### config.mk
export PLATFORM = sky130hd
export DESIGN_NAME = mem_bus_arbiter_flat
export DESIGN_NICKNAME = d
export VERILOG_FILES = /design/src/rtl/mem_bus_arbiter_pkg.sv /design/src/rtl/mem_bus_arbiter_if.sv /design/src/rtl/mem_bus_arbiter_rr_arbiter2.sv /design/src/rtl/mem_bus_arbiter.sv /design/src/flat_wrapper.sv
export SDC_FILE = /design/constraint.sdc
export NUM_CORES = 1
export LEC_CHECK = 0
export CAP_MARGIN = 20
export CORE_MARGIN = 2
export CORE_UTILIZATION = 41
export DETAILED_ROUTE_END_ITERATION = 10
export PLACE_DENSITY = 0.8
export SKIP_CTS_REPAIR_TIMING = 1
export SYNTH_ARGS = -nofsm -noshare
export SYNTH_HDL_FRONTEND = slang
export SYNTH_SLANG_ARGS = --single-unit
### constraint.sdc
create_clock -name clk -period 2.1 [get_ports clk]
set_input_delay 0.525 -clock clk [delete_from_list [all_inputs] [get_ports clk]]
set_output_delay 0.525 -clock clk [all_outputs]
set_load 0.1 [all_outputs]
### src/rtl/mem_bus_arbiter_pkg.sv
// Shared types and defaults for the cache-to-memory line bus arbiter.
// Holds the memory command codes, arbiter FSM states and default bus geometry.
// Imported by the interface, the round-robin sub-module and the arbiter top.
package mem_bus_pkg;

  localparam int DEF_ADDR_BUS_SIZE = 14;  // line address (tag+set)
  localparam int DEF_DATA_BUS_SIZE = 16;  // bus beat width
  localparam int DEF_CTR_BUS_SIZE  = 2;   // memory command width
  localparam int DEF_LINE_BEATS    = 8;   // beats per 16-byte line
  localparam int DEF_TIMEOUT       = 255; // max idle cycles waiting on memory

  typedef enum logic [1:0] {
    CMD_NOP        = 2'd0,
    CMD_RESPONSE   = 2'd1,
    CMD_READ_LINE  = 2'd2,
    CMD_WRITE_LINE = 2'd3
  } mem_cmd_e;

  typedef enum logic [2:0] {
    ST_IDLE,
    ST_CMD,
    ST_WDATA,
    ST_WAIT,
    ST_DONE
  } arb_state_e;

  // Only full-line reads and writes are legal requester commands.
  function automatic logic is_line_cmd(input logic [1:0] cmd);
    return (cmd == CMD_READ_LINE) || (cmd == CMD_WRITE_LINE);
  endfunction

endpackage

### src/rtl/mem_bus_arbiter_if.sv
// Bundle of requester-side and memory-side signals of the line bus arbiter.
// Ports: req/req_cmd/req_addr/req_wdata in, gnt/wready/rdata/rvalid/done/err out,
//        mem_cmd/mem_addr/mem_wdata/mem_wvalid out, mem_rdata/mem_rvalid/mem_ack in.
// master = arbiter view, slave = requesters + memory model view.
interface mem_bus_arbiter_if
  import mem_bus_pkg::*;
#(
  parameter int ADDR_BUS_SIZE = DEF_ADDR_BUS_SIZE,
  parameter int DATA_BUS_SIZE = DEF_DATA_BUS_SIZE,
  parameter int CTR_BUS_SIZE  = DEF_CTR_BUS_SIZE
) ();

  logic [1:0]                 req;
  logic [2*CTR_BUS_SIZE-1:0]  req_cmd;
  logic [2*ADDR_BUS_SIZE-1:0] req_addr;
  logic [2*DATA_BUS_SIZE-1:0] req_wdata;
  logic [1:0]                 gnt;
  logic [1:0]                 wready;
  logic [DATA_BUS_SIZE-1:0]   rdata;
  logic [1:0]                 rvalid;
  logic [1:0]                 done;
  logic                       err;
  logic [CTR_BUS_SIZE-1:0]    mem_cmd;
  logic [ADDR_BUS_SIZE-1:0]   mem_addr;
  logic [DATA_BUS_SIZE-1:0]   mem_wdata;
  logic                       mem_wvalid;
  logic [DATA_BUS_SIZE-1:0]   mem_rdata;
  logic                       mem_rvalid;
  logic                       mem_ack;
  logic                       proto_err;

  modport master (
    input  req, req_cmd, req_addr, req_wdata, mem_rdata, mem_rvalid, mem_ack,
    output gnt, wready, rdata, rvalid, done, err,
           mem_cmd, mem_addr, mem_wdata, mem_wvalid, proto_err
  );

  modport slave (
    output req, req_cmd, req_addr, req_wdata, mem_rdata, mem_rvalid, mem_ack,
    input  gnt, wready, rdata, rvalid, done, err,
           mem_cmd, mem_addr, mem_wdata, mem_wvalid, proto_err
  );

endinterface

### src/rtl/mem_bus_arbiter_rr_arbiter2.sv
// Two-input round-robin grant: purely combinational, zero latency.
// No backpressure; the caller registers the pointer and the grant.
// Ports: req/rr_ptr in -> one-hot gnt; upd_vld/upd_idx in -> rr_ptr_nxt (loser of last turn).
module rr_arbiter2 (
  input  logic [1:0] req,
  input  logic       rr_ptr,
  input  logic       upd_vld,
  input  logic       upd_idx,
  output logic [1:0] gnt,
  output logic       rr_ptr_nxt
);

  always_comb begin
    gnt = 2'b00;
    unique case (req)
      2'b01:   gnt = 2'b01;
      2'b10:   gnt = 2'b10;
      2'b11:   gnt = rr_ptr ? 2'b10 : 2'b01;
      default: gnt = 2'b00;
    endcase
    // After a completed turn the other requester gets priority.
    rr_ptr_nxt = upd_vld ? ~upd_idx : rr_ptr;
  end

endmodule

### src/rtl/mem_bus_arbiter.sv
// Arbitrates one line transaction at a time between dcache (port 0) and ifetch (port 1).
// Latency: req -> gnt +1 cycle -> mem_cmd +1 cycle; read beats forwarded 1 cycle after mem_rvalid.
// No backpressure towards memory: write beats stream on consecutive cycles, requesters wait on gnt/done.
// Ports: clk, rst_n (sync, active-low), bus (master modport: requester side and memory control side).
module mem_bus_arbiter
  import mem_bus_pkg::*;
#(
  parameter int ADDR_BUS_SIZE = DEF_ADDR_BUS_SIZE,
  parameter int DATA_BUS_SIZE = DEF_DATA_BUS_SIZE,
  parameter int CTR_BUS_SIZE  = DEF_CTR_BUS_SIZE,
  parameter int LINE_BEATS    = DEF_LINE_BEATS,
  parameter int TIMEOUT       = DEF_TIMEOUT
) (
  input logic              clk,
  input logic              rst_n,
  mem_bus_arbiter_if.master bus
);

  localparam int BW = $clog2(LINE_BEATS);
  localparam int TW = $clog2(TIMEOUT + 1);
  localparam logic [BW-1:0] LAST_BEAT = BW'(LINE_BEATS - 1);
  localparam logic [TW-1:0] TMO_LIMIT = TW'(TIMEOUT);

  arb_state_e               state_q, state_d;
  logic [1:0]               gnt_q, gnt_d;
  logic                     rr_ptr_q, rr_ptr_d;
  logic [CTR_BUS_SIZE-1:0]  cmd_q, cmd_d;
  logic [ADDR_BUS_SIZE-1:0] addr_q, addr_d;
  logic [BW-1:0]            beat_q, beat_d;
  logic [TW-1:0]            tmo_q, tmo_d;
  logic                     err_q, err_d;
  logic [1:0]               rvalid_q, rvalid_d;
  logic [DATA_BUS_SIZE-1:0] rdata_q, rdata_d;
  logic [CTR_BUS_SIZE-1:0]  mem_cmd_q, mem_cmd_d;
  logic [ADDR_BUS_SIZE-1:0] mem_addr_q, mem_addr_d;
  logic                     proto_err_q, proto_err_d;

  logic [1:0]               arb_gnt;
  logic                     arb_idx;
  logic                     gnt_idx;
  logic [CTR_BUS_SIZE-1:0]  sel_cmd;
  logic [ADDR_BUS_SIZE-1:0] sel_addr;
  logic                     wait_rd;
  logic                     wait_wr;

  rr_arbiter2 u_rr (
    .req        (bus.req),
    .rr_ptr     (rr_ptr_q),
    .upd_vld    (state_q == ST_DONE),
    .upd_idx    (gnt_idx),
    .gnt        (arb_gnt),
    .rr_ptr_nxt (rr_ptr_d)
  );

  assign arb_idx  = arb_gnt[1];
  assign gnt_idx  = gnt_q[1];
  assign sel_cmd  = arb_idx ? bus.req_cmd[2*CTR_BUS_SIZE-1:CTR_BUS_SIZE]
                            : bus.req_cmd[CTR_BUS_SIZE-1:0];
  assign sel_addr = arb_idx ? bus.req_addr[2*ADDR_BUS_SIZE-1:ADDR_BUS_SIZE]
                            : bus.req_addr[ADDR_BUS_SIZE-1:0];
  assign wait_rd  = (state_q == ST_WAIT) && (cmd_q == CMD_READ_LINE);
  assign wait_wr  = (state_q == ST_WAIT) && (cmd_q == CMD_WRITE_LINE);

  always_comb begin
    state_d     = state_q;
    gnt_d       = gnt_q;
    cmd_d       = cmd_q;
    addr_d      = addr_q;
    beat_d      = beat_q;
    tmo_d       = tmo_q;
    err_d       = err_q;
    rvalid_d    = 2'b00;
    rdata_d     = rdata_q;
    mem_cmd_d   = CMD_NOP;
    mem_addr_d  = '0;
    proto_err_d = proto_err_q;

    // Memory responses are only legal in the matching wait phase; anything else is dropped and flagged.
    if ((bus.mem_rvalid && !wait_rd) || (bus.mem_ack && !wait_wr)) begin
      proto_err_d = 1'b1;
    end

    unique case (state_q)
      ST_IDLE: begin
        if (|bus.req) begin
          gnt_d   = arb_gnt;
          cmd_d   = sel_cmd;
          addr_d  = sel_addr;
          err_d   = 1'b0;
          beat_d  = '0;
          tmo_d   = '0;
          state_d = ST_CMD;
        end
      end

      ST_CMD: begin
        // Command and address are registered, so memory sees them the cycle after CMD.
        if (is_line_cmd(cmd_q)) begin
          mem_cmd_d  = cmd_q;
          mem_addr_d = addr_q;
          state_d    = (cmd_q == CMD_WRITE_LINE) ? ST_WDATA : ST_WAIT;
        end else begin
          err_d   = 1'b1;
          state_d = ST_DONE;
        end
      end

      ST_WDATA: begin
        if (beat_q == LAST_BEAT) begin
          beat_d  = '0;
          state_d = ST_WAIT;
        end else begin
          beat_d = beat_q + BW'(1);
        end
      end

      ST_WAIT: begin
        if (wait_wr && bus.mem_ack) begin
          state_d = ST_DONE;
        end else if (wait_rd && bus.mem_rvalid) begin
          rvalid_d = gnt_q;
          rdata_d  = bus.mem_rdata;
          tmo_d    = '0;
          beat_d   = beat_q + BW'(1);
          if (beat_q == LAST_BEAT) begin
            state_d = ST_DONE;
          end
        end else if (tmo_q == TMO_LIMIT) begin
          err_d   = 1'b1;
          state_d = ST_DONE;
        end else begin
          tmo_d = tmo_q + TW'(1);
        end
      end

      ST_DONE: begin
        gnt_d   = 2'b00;
        state_d = ST_IDLE;
      end

      default: begin
        state_d = ST_IDLE;
        gnt_d   = 2'b00;
      end
    endcase
  end

  always_ff @(posedge clk) begin
    if (!rst_n) begin
      state_q     <= ST_IDLE;
      gnt_q       <= 2'b00;
      rr_ptr_q    <= 1'b0;
      cmd_q       <= '0;
      addr_q      <= '0;
      beat_q      <= '0;
      tmo_q       <= '0;
      err_q       <= 1'b0;
      rvalid_q    <= 2'b00;
      rdata_q     <= '0;
      mem_cmd_q   <= CMD_NOP;
      mem_addr_q  <= '0;
      proto_err_q <= 1'b0;
    end else begin
      state_q     <= state_d;
      gnt_q       <= gnt_d;
      rr_ptr_q    <= rr_ptr_d;
      cmd_q       <= cmd_d;
      addr_q      <= addr_d;
      beat_q      <= beat_d;
      tmo_q       <= tmo_d;
      err_q       <= err_d;
      rvalid_q    <= rvalid_d;
      rdata_q     <= rdata_d;
      mem_cmd_q   <= mem_cmd_d;
      mem_addr_q  <= mem_addr_d;
      proto_err_q <= proto_err_d;
    end
  end

  // Write beats pass straight from the granted requester to memory while in WDATA.
  assign bus.gnt        = gnt_q;
  assign bus.wready     = (state_q == ST_WDATA) ? gnt_q : 2'b00;
  assign bus.mem_wvalid = (state_q == ST_WDATA);
  assign bus.mem_wdata  = (state_q != ST_WDATA) ? '0 :
                          gnt_idx ? bus.req_wdata[2*DATA_BUS_SIZE-1:DATA_BUS_SIZE]
                                  : bus.req_wdata[DATA_BUS_SIZE-1:0];
  assign bus.rvalid     = rvalid_q;
  assign bus.rdata      = rdata_q;
  assign bus.done       = (state_q == ST_DONE) ? gnt_q : 2'b00;
  assign bus.err        = (state_q == ST_DONE) && err_q;
  assign bus.mem_cmd    = mem_cmd_q;
  assign bus.mem_addr   = mem_addr_q;
  assign bus.proto_err  = proto_err_q;

endmodule

### src/flat_wrapper.sv
// flat-port wrapper written by rule: the top's interface ports become plain ports
module mem_bus_arbiter_flat import mem_bus_pkg::*;
#(
  parameter int ADDR_BUS_SIZE = DEF_ADDR_BUS_SIZE,
  parameter int DATA_BUS_SIZE = DEF_DATA_BUS_SIZE,
  parameter int CTR_BUS_SIZE  = DEF_CTR_BUS_SIZE,
  parameter int LINE_BEATS    = DEF_LINE_BEATS,
  parameter int TIMEOUT       = DEF_TIMEOUT
)
  (clk, rst_n, bus_req, bus_req_cmd, bus_req_addr, bus_req_wdata, bus_mem_rdata, bus_mem_rvalid, bus_mem_ack, bus_gnt, bus_wready, bus_rdata, bus_rvalid, bus_done, bus_err, bus_mem_cmd, bus_mem_addr, bus_mem_wdata, bus_mem_wvalid, bus_proto_err);
  mem_bus_arbiter_if #(.ADDR_BUS_SIZE(ADDR_BUS_SIZE), .DATA_BUS_SIZE(DATA_BUS_SIZE), .CTR_BUS_SIZE(CTR_BUS_SIZE)) bus_i ();
  input logic clk;
  input logic rst_n;
  input wire logic [$bits(bus_i.req)-1:0] bus_req;
  input wire logic [$bits(bus_i.req_cmd)-1:0] bus_req_cmd;
  input wire logic [$bits(bus_i.req_addr)-1:0] bus_req_addr;
  input wire logic [$bits(bus_i.req_wdata)-1:0] bus_req_wdata;
  input wire logic [$bits(bus_i.mem_rdata)-1:0] bus_mem_rdata;
  input wire logic [$bits(bus_i.mem_rvalid)-1:0] bus_mem_rvalid;
  input wire logic [$bits(bus_i.mem_ack)-1:0] bus_mem_ack;
  output wire logic [$bits(bus_i.gnt)-1:0] bus_gnt;
  output wire logic [$bits(bus_i.wready)-1:0] bus_wready;
  output wire logic [$bits(bus_i.rdata)-1:0] bus_rdata;
  output wire logic [$bits(bus_i.rvalid)-1:0] bus_rvalid;
  output wire logic [$bits(bus_i.done)-1:0] bus_done;
  output wire logic [$bits(bus_i.err)-1:0] bus_err;
  output wire logic [$bits(bus_i.mem_cmd)-1:0] bus_mem_cmd;
  output wire logic [$bits(bus_i.mem_addr)-1:0] bus_mem_addr;
  output wire logic [$bits(bus_i.mem_wdata)-1:0] bus_mem_wdata;
  output wire logic [$bits(bus_i.mem_wvalid)-1:0] bus_mem_wvalid;
  output wire logic [$bits(bus_i.proto_err)-1:0] bus_proto_err;
  assign bus_i.req = bus_req;
  assign bus_i.req_cmd = bus_req_cmd;
  assign bus_i.req_addr = bus_req_addr;
  assign bus_i.req_wdata = bus_req_wdata;
  assign bus_i.mem_rdata = bus_mem_rdata;
  assign bus_i.mem_rvalid = bus_mem_rvalid;
  assign bus_i.mem_ack = bus_mem_ack;
  assign bus_gnt = bus_i.gnt;
  assign bus_wready = bus_i.wready;
  assign bus_rdata = bus_i.rdata;
  assign bus_rvalid = bus_i.rvalid;
  assign bus_done = bus_i.done;
  assign bus_err = bus_i.err;
  assign bus_mem_cmd = bus_i.mem_cmd;
  assign bus_mem_addr = bus_i.mem_addr;
  assign bus_mem_wdata = bus_i.mem_wdata;
  assign bus_mem_wvalid = bus_i.mem_wvalid;
  assign bus_proto_err = bus_i.proto_err;
  mem_bus_arbiter #(.ADDR_BUS_SIZE(ADDR_BUS_SIZE), .DATA_BUS_SIZE(DATA_BUS_SIZE), .CTR_BUS_SIZE(CTR_BUS_SIZE), .LINE_BEATS(LINE_BEATS), .TIMEOUT(TIMEOUT)) u_core (.clk(clk), .rst_n(rst_n), .bus(bus_i));
endmodule
### After elaboration in Yosys (flattened, before gate mapping)

Cells that the tools add are included.

| storage, ports and cells | value |
|---|---|
| flip-flop bits (word level) | 69 |
| input port bits | 86 |
| output and inout port bits | 59 |
| logic and storage cells | 104 |

| operators by class | value |
|---|---|
| $add $sub $neg | 2 |
| equal/unequal tests | 22 |
| muxes and demuxes | 35 |
| bitwise operators | 6 |
| reductions and logical operators | 26 |

Operator list:

| operator | count |
|---|---|
| 2-to-1 mux 3 bit | 11 |
| 2-to-1 mux 16 bit | 2 |
| 2-to-1 mux 8 bit | 4 |
| case mux 8 bit (2 select lines) | 1 |
| 2-to-1 mux 14 bit | 1 |
| case mux 3 bit (4 select lines) | 1 |
| AND reduction 4 bit | 3 |
| 2-to-1 mux 2 bit | 5 |
| inequality test 2 bit (second input constant) | 5 |
| case mux 3 bit (3 select lines) | 1 |
| adder 8 x 1 -> 8 bit (second input constant) | 1 |
| equality test 2 bit (second input constant) | 4 |
| equality test 8 bit (second input constant) | 1 |
| inequality test 4 bit (second input constant) | 2 |
| logical AND 1 bit | 7 |
| equality test 3 x 2 -> 1 bit (second input constant) | 2 |
| equality test 3 bit (second input constant) | 2 |
| 2-to-1 mux 1 bit | 6 |
| inverter 1 bit | 6 |
| case mux 2 bit (3 select lines) | 1 |
| AND reduction 3 bit | 2 |
| AND reduction 6 bit | 1 |
| nonzero test 3 bit | 2 |
| inequality test 2 x 1 -> 1 bit (second input constant) | 2 |
| 15 further kinds | 18 |

### Depth between registers and ports, before layout

Gate-level depths: netlist of the first run.

| logic depth | value |
|---|---|
| word-level depth | 6 |
| depth in mapped cells | 7 |

### Modules after synthesis

A second synthesis of the first run with hierarchy kept.

| unflattened totals | value |
|---|---|
| cell total of the unflattened synthesis | 362 |
| area, all modules | 3224.3 µm² |

By module, submodules not included:

| module | times used | cells each | area each (µm²) |
|---|---|---|---|
| mem_bus_arbiter | 1 | 357 | 3196.8 |
| rr_arbiter2 | 1 | 5 | 27.5 |

### Least setup slack after synthesis of the first run

OpenSTA, ideal clock, no wires.

| path | value |
|---|---|
| path type | register to output |
| from | register u_core.state_q[1] |
| to | output bus_mem_wdata[0] |
| data arrival time | 2439 ps |
| path slack | -864 ps |
| cell stages (with the launch flop) | 5 |
| cells stage by stage | dfxtp_1 buf_6 or3b_2 clkbuf_1 nor2_1 |

| between the ends | value |
|---|---|
| word-level cells in the longest chain between the ends | 2 |

Ends and longest elaborated chain:

| item | RTL line | RTL |
|---|---|---|
| from (decl) | mem_bus_arbiter.sv:24 | `arb_state_e state_q, state_d;` |
| from (signal assigned) | mem_bus_arbiter.sv:164 | `state_q <= state_d;` |
| inequality test 3 x 2 -> 1 bit | mem_bus_arbiter.sv:184 | `assign bus.mem_wdata = (state_q != ST_WDATA) ? '0 :` |
| 2-to-1 mux 16 bit | mem_bus_arbiter.sv:184 |  |
| to (decl) | flat_wrapper.sv:29 | `output wire logic [$bits(bus_i.mem_wdata)-1:0] bus_mem_wdata;` |

No other way between the ends.

### Worst setup path after layout of the first run

| path | value |
|---|---|
| from | register u_core.state_q[1] |
| to | output bus_wready[0] |

| between the ends | value |
|---|---|
| word-level cells in the longest chain between the ends | 2 |

Ends and longest elaborated chain:

| item | RTL line | RTL |
|---|---|---|
| equality test 3 x 2 -> 1 bit | mem_bus_arbiter.sv:182 | `assign bus.wready = (state_q == ST_WDATA) ? gnt_q : 2'b00;` |
| 2-to-1 mux 2 bit | mem_bus_arbiter.sv:182 |  |
| to (decl) | flat_wrapper.sv:22 | `output wire logic [$bits(bus_i.wready)-1:0] bus_wready;` |

No other way between the ends.

==> results.md, run 1 <==
- Result of the run: finished clean
- Final clock period utilization by the worst path: 99.7%
- I/O pin total: 145
- Buffers from clock root to sink, at most: 2
- Switching part of the total: roughly 34%
- GRT Resource Usage Total: a little under a quarter
- TritonCTS buffer count: 9
- Post-route DRC violation count: 0
- Final standard cell utilization of the core: about three quarters
- Type of element launching the critical path: flip-flop
- Half-perimeter wire length of the detailed placement result: between 7 and 8 mm
- Total power divided by cell area: between 700 and 800 mW/mm^2
- Total congestion overflow: 0
- Layout Cells excl Fill: roughly 600
- Post-synthesis net count: about 430
- Via/cell ratio: 5.37
- Share of cells above drive strength 1: 29.6%
- Number of global-route vias before repair: between 3,000 and 4,000
- Initial antenna violation count: 0
- Ys async rst share: 0%
- Final Max Slew Viols: 0
- Weighted congestion at the end of routability-driven global placement: 0.870
- RSZ-0062 raised after global routing: true
- Clock latency reported for the late side of the worst-skew pair: between 0.3 and 0.4 ns
- Number of buffers added on ports: around 140
- Net switching power figure: approximately 0.0014 W
- TritonCTS clock tree: built
- Sequential group share of total power: between 30% and 40%
- Max VDD drop: between 0.4 and 0.5 mV
- Via total after detailed routing: 3,241
- Final critical path time including I/O delays and setup: around 2.1 ns
- Placed cell count: slightly below 600
- Final setup vio count: 0
- Worst Tran Pin Value: 0.405 ns
- Fin nets: slightly below 600
- Root Buffer Master: clkbuf_8
- Worst hold path type: reg -> reg
- P&R area growth vs syn: 72.6%
- Die outline width: 90.7 microns
- R2R setup slack: approximately 0.3 ns
- Distinct cell type count of the synthesized netlist: 53
- Endpoints failing hold: 0
- First-pass GRT wire length: around 15 mm
- Maximum clock skew at final layout: about 0.0075 ns
- Share of power burned in combinational logic: around 34%
- Post-synthesis instance total: roughly 340
- DRT iter0 DRCs: 212
- Critical path endpoint category: primary output
- Number of iterations in the first detailed-routing pass: 5
- Die area: a little over 0.008 sq mm
- Antenna cells: 0
- Count of nets left with antenna violations after detail routing: 0
- Top flip-flop cell by instance count after synthesis: dfxtp_1
- Mean area per synthesized cell: 8.98 sq um
- WS Path Type: reg -> out
- Area share of the leading cell type in the synthesized netlist: between 40% and 50%
- Largest driver fanout on the critical path: 6
- Maximum number of pins on one net before global-route repair: 23
- Total standard cell area after synthesis: approximately 0.0031 sq mm
- Proportion of power drawn by the clock network: around 30%
- Worst Setup Slack post-DPL: -0.0738 ns
- Hold WS: between 0.4 and 0.5 ns
- Internal Power: about 0.0027 W
- Synthesis warning total: 0
- Data required time at the worst endpoint: around 1.6 ns
- Total Wirelength: ~9.6 mm
- Post-DR wirelength/cell: around 16 microns
- Post-synthesis register bit count: 69
- Max transition margin: around three quarters
- Htree depth: 3
- Starting density of the core: a little over two fifths
- Critical path data arrival time: 1.57 ns
- Row Count: 31
- Biggest area consumer among synthesized cells: dfxtp_1
- Core Region: 0.00725 sq mm
- Clock edge transition at the registers on the reported setup and hold paths: approximately 0.070 ns
- Post-synth EDFFs: 0
- Seq/Total Area, Yosys: 44.8%
- Die Ht: around 90 microns
- Fmax: about 480 MHz
- Leakage: about 2.0 nW
- Post-placement cell area: 0.00502 sq mm
- Crit path setup slack, layout: around 0.0057 ns
- Maximum Capacitance Violations: 0
- Post-route standard cell area excluding fillers: 0.00532 sq mm
- Count of clock tree sinks: 69
- Top area cells in the synthesized netlist: dfxtp_1 45%, mux2i_1 7.5%, nand2_1 6.2%
## per-stage QoR
step	power (W)	setup TNS [ns]
final	0.00406	0
after detailed placement	0.00281	-0.300
after CTS	0.00403	-3.28
after floorplan	0.00232	0
after global placement	0.00279	-0.0289
after global routing	0.00423	-0.357
## final timing paths
path / from / to / cells past startpoint
setup / recovery: u_core.state_q[1] / bus_wready[0] / 3
hold / removal: u_core.addr_q[13] / u_core.bus.mem_addr[13] / 1
setup reg to reg: u_core.state_q[2] / u_core.addr_q[10] / 6
hold reg to reg: u_core.addr_q[13] / u_core.bus.mem_addr[13] / 1
## sequential cells by signal, indices dropped and copies added, names as in the netlist, 2 cells and up
| signal | count |
|---|---|
| u_core.bus.rvalid | 2 |
| u_core.bus.mem_cmd | 2 |
| u_core.bus.rdata | 16 |
| u_core.tmo_q | 8 |
| u_core.cmd_q | 2 |
| u_core.bus.gnt | 2 |
| u_core.state_q | 3 |
| u_core.bus.mem_addr | 14 |
| u_core.addr_q | 14 |
| u_core.beat_q | 3 |
## power groups by stage
stage / sequential [W] / clock (W) / combinational (W)
final: 0.00147 / 0.00122 / 0.00137
after global routing: 0.00148 / 0.00130 / 0.00145
after detailed placement: 0.00148 / 0 / 0.00133
after global placement: 0.00148 / 0 / 0.00131
after CTS: 0.00145 / 0.00124 / 0.00134
after floorplan: 0.00154 / 0 / 0.000783
## layout by cell type (no fill, tap or decap), types with 3 or more instances in the layout
cell type and n:
clkdlybuf4s50_1 85, dfxtp_1 65, buf_4 52, nand2_1 51
buf_12 28, nor2_1 27, a21oi_1 23, mux2i_1 19
nor2_4 19, a222oi_1 16, and2_1 14, clkbuf_8 9
inv_1 6, nor3_1 6, nand3_1 5, or3b_4 4
mux2i_2 4, and3_1 4, o21ai_0 3, a31oi_1 3
a211oi_1 3, nand3b_1 3, ha_1 3, dfxtp_2 3
## kinds of logic (layout without fill, tap and decap cells)
family	count (synthesis)	in the layout	share of synthesized area [%]
flip-flops	69	69	44.8
adder cells (fa/ha/maj)	3	3	1.22
multiplexers	23	23	7.47
AND/OR/NAND/NOR	152	155	24.4
buffers and inverters	30	188	5.08
AO/OA/AOI/OAI	66	66	17.0
## layer usage
layer | GRT usage (%) | wire, microns | vias up
met5 | 0 | 0 | -
met1 | 27.7 | 3930 | 1548
met4 | 7.95 | 138 | 0
li1 | - | - | 1544
met3 | 7.10 | 664 | 16
met2 | 40.0 | 4870 | 133
## final cells by class
cell class | instances | area [sq um]
clock buffers | 10 | 128
clock inverters | 6 | 95.1
fillers | 514 | 1940
inverters | 7 | 30.0
multi-input cells | 247 | 1750
flip-flops and latches | 69 | 1390
well taps | 99 | 124
repair buffers | 165 | 1800
## cell usage after synthesis (5+ instances only)
cell       n
nor3_1     6
clkbuf_1  12
nand3_1    5
nor2_1    46
a222oi_1  16
mux2i_1   23
nand2_1   51
and3_1     6
dfxtp_1   69
a21oi_1   23
inv_1      7
and2_1    14
## critical path, cell delays in order, from the launching register on
cell and delay, ns:
dfxtp_4 0.37, or3b_4 0.49, nor2_4 0.17, buf_12 0.18
Power figures use the tool's default switching activity.
==> inputs of run 2 (changes only) <==
--- a/config.mk
+++ b/config.mk
@@ -10,7 +10,7 @@
 export CORE_UTILIZATION = 41
 export DETAILED_ROUTE_END_ITERATION = 10
 export PLACE_DENSITY = 0.8
-export SKIP_CTS_REPAIR_TIMING = 1
+export SLEW_MARGIN = 25
 export SYNTH_ARGS = -nofsm -noshare
 export SYNTH_HDL_FRONTEND = slang
 export SYNTH_SLANG_ARGS = --single-unit
==> results.md, run 2 (synthesized netlist as in run 1, its figures left out) <==
- Die Ht: 90.7 microns
- Critical path endpoint category: primary output
- Number of inserted filler cells in the final layout: a little over 500
- Cells on worst reg2reg path: 6
- GRT Resource Usage Total: 24.0%
- TritonCTS clock tree: built
- Total Wirelength: approximately 10 mm
- Share of cells above drive strength 1: between 20% and 30%
- Maximum clock skew at final layout: 0.00770 ns
- Max VDD drop: approximately 0.41 mV
- Row Count: 31
- Weighted congestion at the end of routability-driven global placement: slightly below 0.9
- Final Max Slew Viols: 0
- Antenna cells: 0
- Max FFs per register: 16
- Clock latency reported for the late side of the worst-skew pair: 0.36 ns
- Most common cell after layout, fill and taps aside: clkdlybuf4s50_1
- P&R area growth vs syn: 72.5%
- Total congestion overflow: 0
- Die outline width: 90.7 microns
- I/O pin total: about 150
- Data required time at the worst endpoint: roughly 1.6 ns
- TritonCTS buffer count: 9
- Largest driver fanout on the critical path: 6
- Critical path data arrival time: 1.57 ns
- Bufs and invs on worst path: 1
- Post-DR wirelength/cell: roughly 16 microns
- Number of iterations in the first detailed-routing pass: 5
- Number of global-route vias before repair: roughly 3,200
- Via/cell ratio: around 5.4
- Final critical path time including I/O delays and setup: 2.10 ns
- RSZ-0062 raised after global routing: true
- Die area: 0.00822 sq mm
- DRT iter0 DRCs: 211
- Result of the run: finished clean
- Buffers from clock root to sink, at most: 2
- Fmax: around 480 MHz
- Final clock period utilization by the worst path: 99.9%
- R2R setup slack: around 0.28 ns
- Core Region: ~0.0073 sq mm
- Initial antenna violation count: 0
- Family with the most delay on the worst path: simple AND/OR/NAND/NOR gates
- Placed cell count: about 580
- Cell breakdown of the critical path: or3b_4 -> nor2_4 -> buf_12
- Htree depth: 3
- Cts-stage hold buffer count: 0
- Total power divided by cell area: approximately 760 mW/mm^2
- Maximum number of pins on one net before global-route repair: 19
- Clock edge transition at the registers on the reported setup and hold paths: about 0.07 ns
- Post-route DRC violation count: 0
- Critical path depth in cells: 3
- Final setup vio count: 0
- Endpoints failing hold: 0
- Crit-path slowest cell: or3b_4
- Layout Cells excl Fill: 603
- Max transition margin: about 73%
- First-pass GRT wire length: approximately 16 mm
- Type of element launching the critical path: flip-flop
- Half-perimeter wire length of the detailed placement result: 7.02 mm
- Commonest cells after routing, fill and taps aside: 85 x clkdlybuf4s50_1, 65 x dfxtp_1, 52 x buf_4
- Root Buffer Master: clkbuf_8
- Worst Tran Pin Value: a little under 0.4 ns
- Starting density of the core: 42.5%
- Fin nets: ~590
- WS Path Type: reg -> out
- Number of buffers added on ports: about 140
- Hold WS: ~0.46 ns
- Count of clock tree sinks: between 60 and 70
- Critical Path Max Stage Delay: 0.49 ns
- Leakage: 2.05 nW
- Via total after detailed routing: around 3,200
- Cells on Worst Hold Path: 1
- Count of nets left with antenna violations after detail routing: 0
- Worst hold path type: reg -> reg
- Maximum Capacitance Violations: 0
[run 2: changes by cell type in the layout (fill, tap and decap cells not counted)]
cell	delta
and3_1	+1
and3_4	-1
mux2i_1	-2
mux2i_2	+2
nor2_2	+1
nor2_4	-1
[run 2: worst paths after layout]
path	startpoint	to
max	u_core.state_q[1]	bus_mem_wdata[6]
min	u_core.addr_q[13]	u_core.bus.mem_addr[13]
max reg2reg	u_core.state_q[2]	u_core.addr_q[10]
min reg2reg	u_core.addr_q[13]	u_core.bus.mem_addr[13]
[run 2: through the flow]
step                      total power, W  worst slack [ns]  utilization, %  area (sq um)  TNS, ns
after floorplan                  0.00232            0.0101               -          3270        0
after global placement           0.00279           -0.0134            69.2          5020  -0.0289
after detailed placement         0.00281           -0.0738            69.2          5020   -0.300
after CTS                        0.00407           -0.0183            72.9          5290  -0.0236
after global routing             0.00423           -0.0341            73.3          5310   -0.237
final                            0.00406           0.00311            73.3          5310        0
[run 2: cell type report]
cell class,count,area (sq um),area share [%]
Sequential cell,69,1390,26.1
Tap cell,99,124,2.33
Clock buffer,10,128,2.40
Multi-Input combinational cell,247,1750,32.9
Timing Repair Buffer,165,1800,33.9
Clock inverter,6,95.1,1.79
Inverter,7,30.0,0.565
[run 2: layer usage]
layer | track usage [%] | up-vias | share of wire, %
met1 | 28.7 | 1544 | 42
li1 | - | 1546 | -
met2 | 41.1 | 126 | 51
met5 | 0 | - | 0
met4 | 7.69 | 0 | 1.6
met3 | 7.10 | 18 | 6.0
[run 2: what timing repair did]
action,in CTS,in global routing
cloned,3,0
endpoints found under the hold margin,0,0
setup endpoints to repair,21,17
pin swaps,2,3
resized for setup,6,8
buffers inserted,1,0
[run 2: report_power, final]
group	internal [W]	switching, W	total (W)
Sequential	0.00140	0.0000695	0.00147
Clock	0.000681	0.000536	0.00122
Combinational	0.000604	0.000772	0.00138
==> inputs of run 3 (changes only) <==
--- a/config.mk
+++ b/config.mk
@@ -6,6 +6,7 @@
 export NUM_CORES = 1
 export LEC_CHECK = 0
 export CAP_MARGIN = 20
+export CORE_ASPECT_RATIO = 0.7
 export CORE_MARGIN = 2
 export CORE_UTILIZATION = 41
 export DETAILED_ROUTE_END_ITERATION = 10
==> results.md, run 3 (synthesized netlist as in run 1, its figures left out) <==
- Result of the run: finished clean
- Max FFs per register: 16
- Type of element launching the critical path: flip-flop
- Largest driver fanout on the critical path: 17
- Row Count: 26
- Cts-stage hold buffer count: 0
- Total power divided by cell area: between 700 and 800 mW/mm^2
- Clock edge transition at the registers on the reported setup and hold paths: around 0.07 ns
- Number of inserted filler cells in the final layout: between 500 and 600
- Weighted congestion at the end of routability-driven global placement: between 0.8 and 0.9
- Proportion of power drawn by the clock network: between 20% and 30%
- DRT iter0 DRCs: between 200 and 300
- Maximum Capacitance Violations: 0
- Clock latency reported for the late side of the worst-skew pair: roughly 0.34 ns
- Via/cell ratio: 5.33
- P&R area growth vs syn: 71.4%
- Net switching power figure: 0.00133 W
- Half-perimeter wire length of the detailed placement result: ~7.4 mm
- Commonest cells after routing, fill and taps aside: 85 x clkdlybuf4s50_1, 64 x dfxtp_1, 54 x buf_4
- Total Wirelength: between 9 and 10 mm
- Max VDD drop: ~0.5 mV
- Maximum clock skew at final layout: roughly 0.0074 ns
- Most common cell after layout, fill and taps aside: clkdlybuf4s50_1
- Via total after detailed routing: around 3,200
- Starting density of the core: between 40% and 50%
- I/O pin total: about 150
- First-pass GRT wire length: roughly 16 mm
- RSZ-0062 raised after global routing: true
- Post-route DRC violation count: 0
- Worst Tran Pin Value: around 0.39 ns
- Global routing usage on met2: about two fifths
- Total congestion overflow: 0
- Fmax: a little under 500 MHz
- Worst Setup Slack post-DPL: -0.0806 ns
- Sequential group share of total power: between 30% and 40%
- Final critical path time including I/O delays and setup: roughly 2.1 ns
- WS Path Type: reg -> out
- Footprint of the multi-input gates: 0.00175 sq mm
- Final clock period utilization by the worst path: a little over nine tenths
- Crit path setup slack, layout: roughly 0.025 ns
- Buffers from clock root to sink, at most: 2
- Number of buffers added on ports: between 100 and 150
- Met3 routing resource usage after global routing: around 6.5%
- Internal Power: about 0.0027 W
- Number of iterations in the first detailed-routing pass: 8
- TritonCTS clock tree: built
- Count of clock tree sinks: between 60 and 70
- Root Buffer Master: clkbuf_8
- Endpoints failing hold: 0
- Critical path data arrival time: between 1.5 and 2 ns
- Antenna cells: 0
- Data required time at the worst endpoint: about 1.6 ns
- TritonCTS buffer count: 9
- Max transition margin: 73.7%
- Post-DR wirelength/cell: ~16 microns
- Final Max Slew Viols: 0
- Share of power burned in combinational logic: around 34%
- Critical path endpoint category: primary output
- Sequential cell area in the final layout: 0.00139 sq mm
- Die area: between 0.008 and 0.009 sq mm
- Number of global-route vias before repair: 3,195
- Htree depth: 3
- Core Region: between 0.007 and 0.008 sq mm
- Met1 track demand over resource in global routing: roughly 30%
- Leakage: between 2 and 2.5 nW
- Initial antenna violation count: 0
- Final setup vio count: 0
- Gr busiest metal: met2
- Die Ht: approximately 77 microns
- GRT Resource Usage Total: 23.5%
- Maximum number of pins on one net before global-route repair: 33
- Share of cells above drive strength 1: ~30%
- Worst hold path type: reg -> reg
- Post-layout power: around 0.004 W
- Count of nets left with antenna violations after detail routing: 0
- Fin nets: ~600
- Die outline width: about 110 microns
- Switching part of the total: 33.3%
run 3: changes by cell type in the layout (fill, tap and decap cells not counted), sizes merged:
cell | before | now
clkinv | 2 | 4
inv | 8 | 6
run 3: repair_timing:
| action | CTS | global route |
|---|---|---|
| pin swaps | 1 | 1 |
| setup endpoints to repair | 19 | 15 |
| resized for setup | 7 | 7 |
| setup buffers | 1 | 0 |
| gates cloned | 2 | 1 |
run 3: critical path, stage by stage, from the launching register on:
cell,delay [ns]
dfxtp_2,0.42
buf_12,0.20
mux2i_1,0.33
nor2_4,0.08
buf_12,0.17
run 3: power by group through the flow:
stage | Sequential [W] | Clock, W | Combinational (W)
global route | 0.00148 | 0.00125 | 0.00144
detailed placement | 0.00149 | 0 | 0.00133
global placement | 0.00148 | 0 | 0.00130
floorplan | 0.00154 | 0 | 0.000783
finish | 0.00148 | 0.00116 | 0.00137
CTS | 0.00147 | 0.00119 | 0.00135
run 3: path summary, 6_finish.rpt:
| path | start | endpoint | slack, ns | depth (start not counted) |
|---|---|---|---|---|
| worst max-delay path | u_core.bus.gnt[1] | bus_mem_wdata[14] | 0.03 | 4 |
| worst min-delay path | u_core.addr_q[11] | u_core.bus.mem_addr[11] | 0.46 | 1 |
| worst max register to register | u_core.state_q[2] | u_core.addr_q[11] | 0.25 | 6 |
| worst min register to register | u_core.addr_q[11] | u_core.bus.mem_addr[11] | 0.46 | 1 |
run 3: stage by stage:
| step | area (sq um) | setup TNS, ns | util (%) | hold slack (ns) | std cells |
|---|---|---|---|---|---|
| 4_1_cts | 5250 | -0.00900 | 72.0 | 0.459 | 601 |
| 5_1_grt | 5280 | -0.0756 | 72.5 | 0.466 | 602 |
| 3_3_place_gp | 4990 | -0.00194 | 68.5 | 0.436 | 582 |
| 2_1_floorplan | 3270 | 0 | - | 0.429 | 343 |
| 6_report | 5280 | 0 | 72.5 | 0.456 | 602 |
| 3_5_place_dp | 4990 | -0.192 | 68.5 | 0.444 | 582 |
run 3: layout make-up:
class,instances,area share [%]
tap,98,2.32
sequential,69,26.3
clock inverter,6,1.66
clock buffer,10,2.42
inverter,7,0.569
timing repair buffer,165,33.6
multi-input combinational,247,33.1
run 3: layer usage:
layer / routed length, microns / vias up / part of all wire (%)
met3: 754 / 12 / 7.7
met5: 0 / - / 0
met4: 61 / 0 / 0.62
met2: 4790 / 133 / 49
li1: - / 1546 / -
met1: 4170 / 1520 / 43
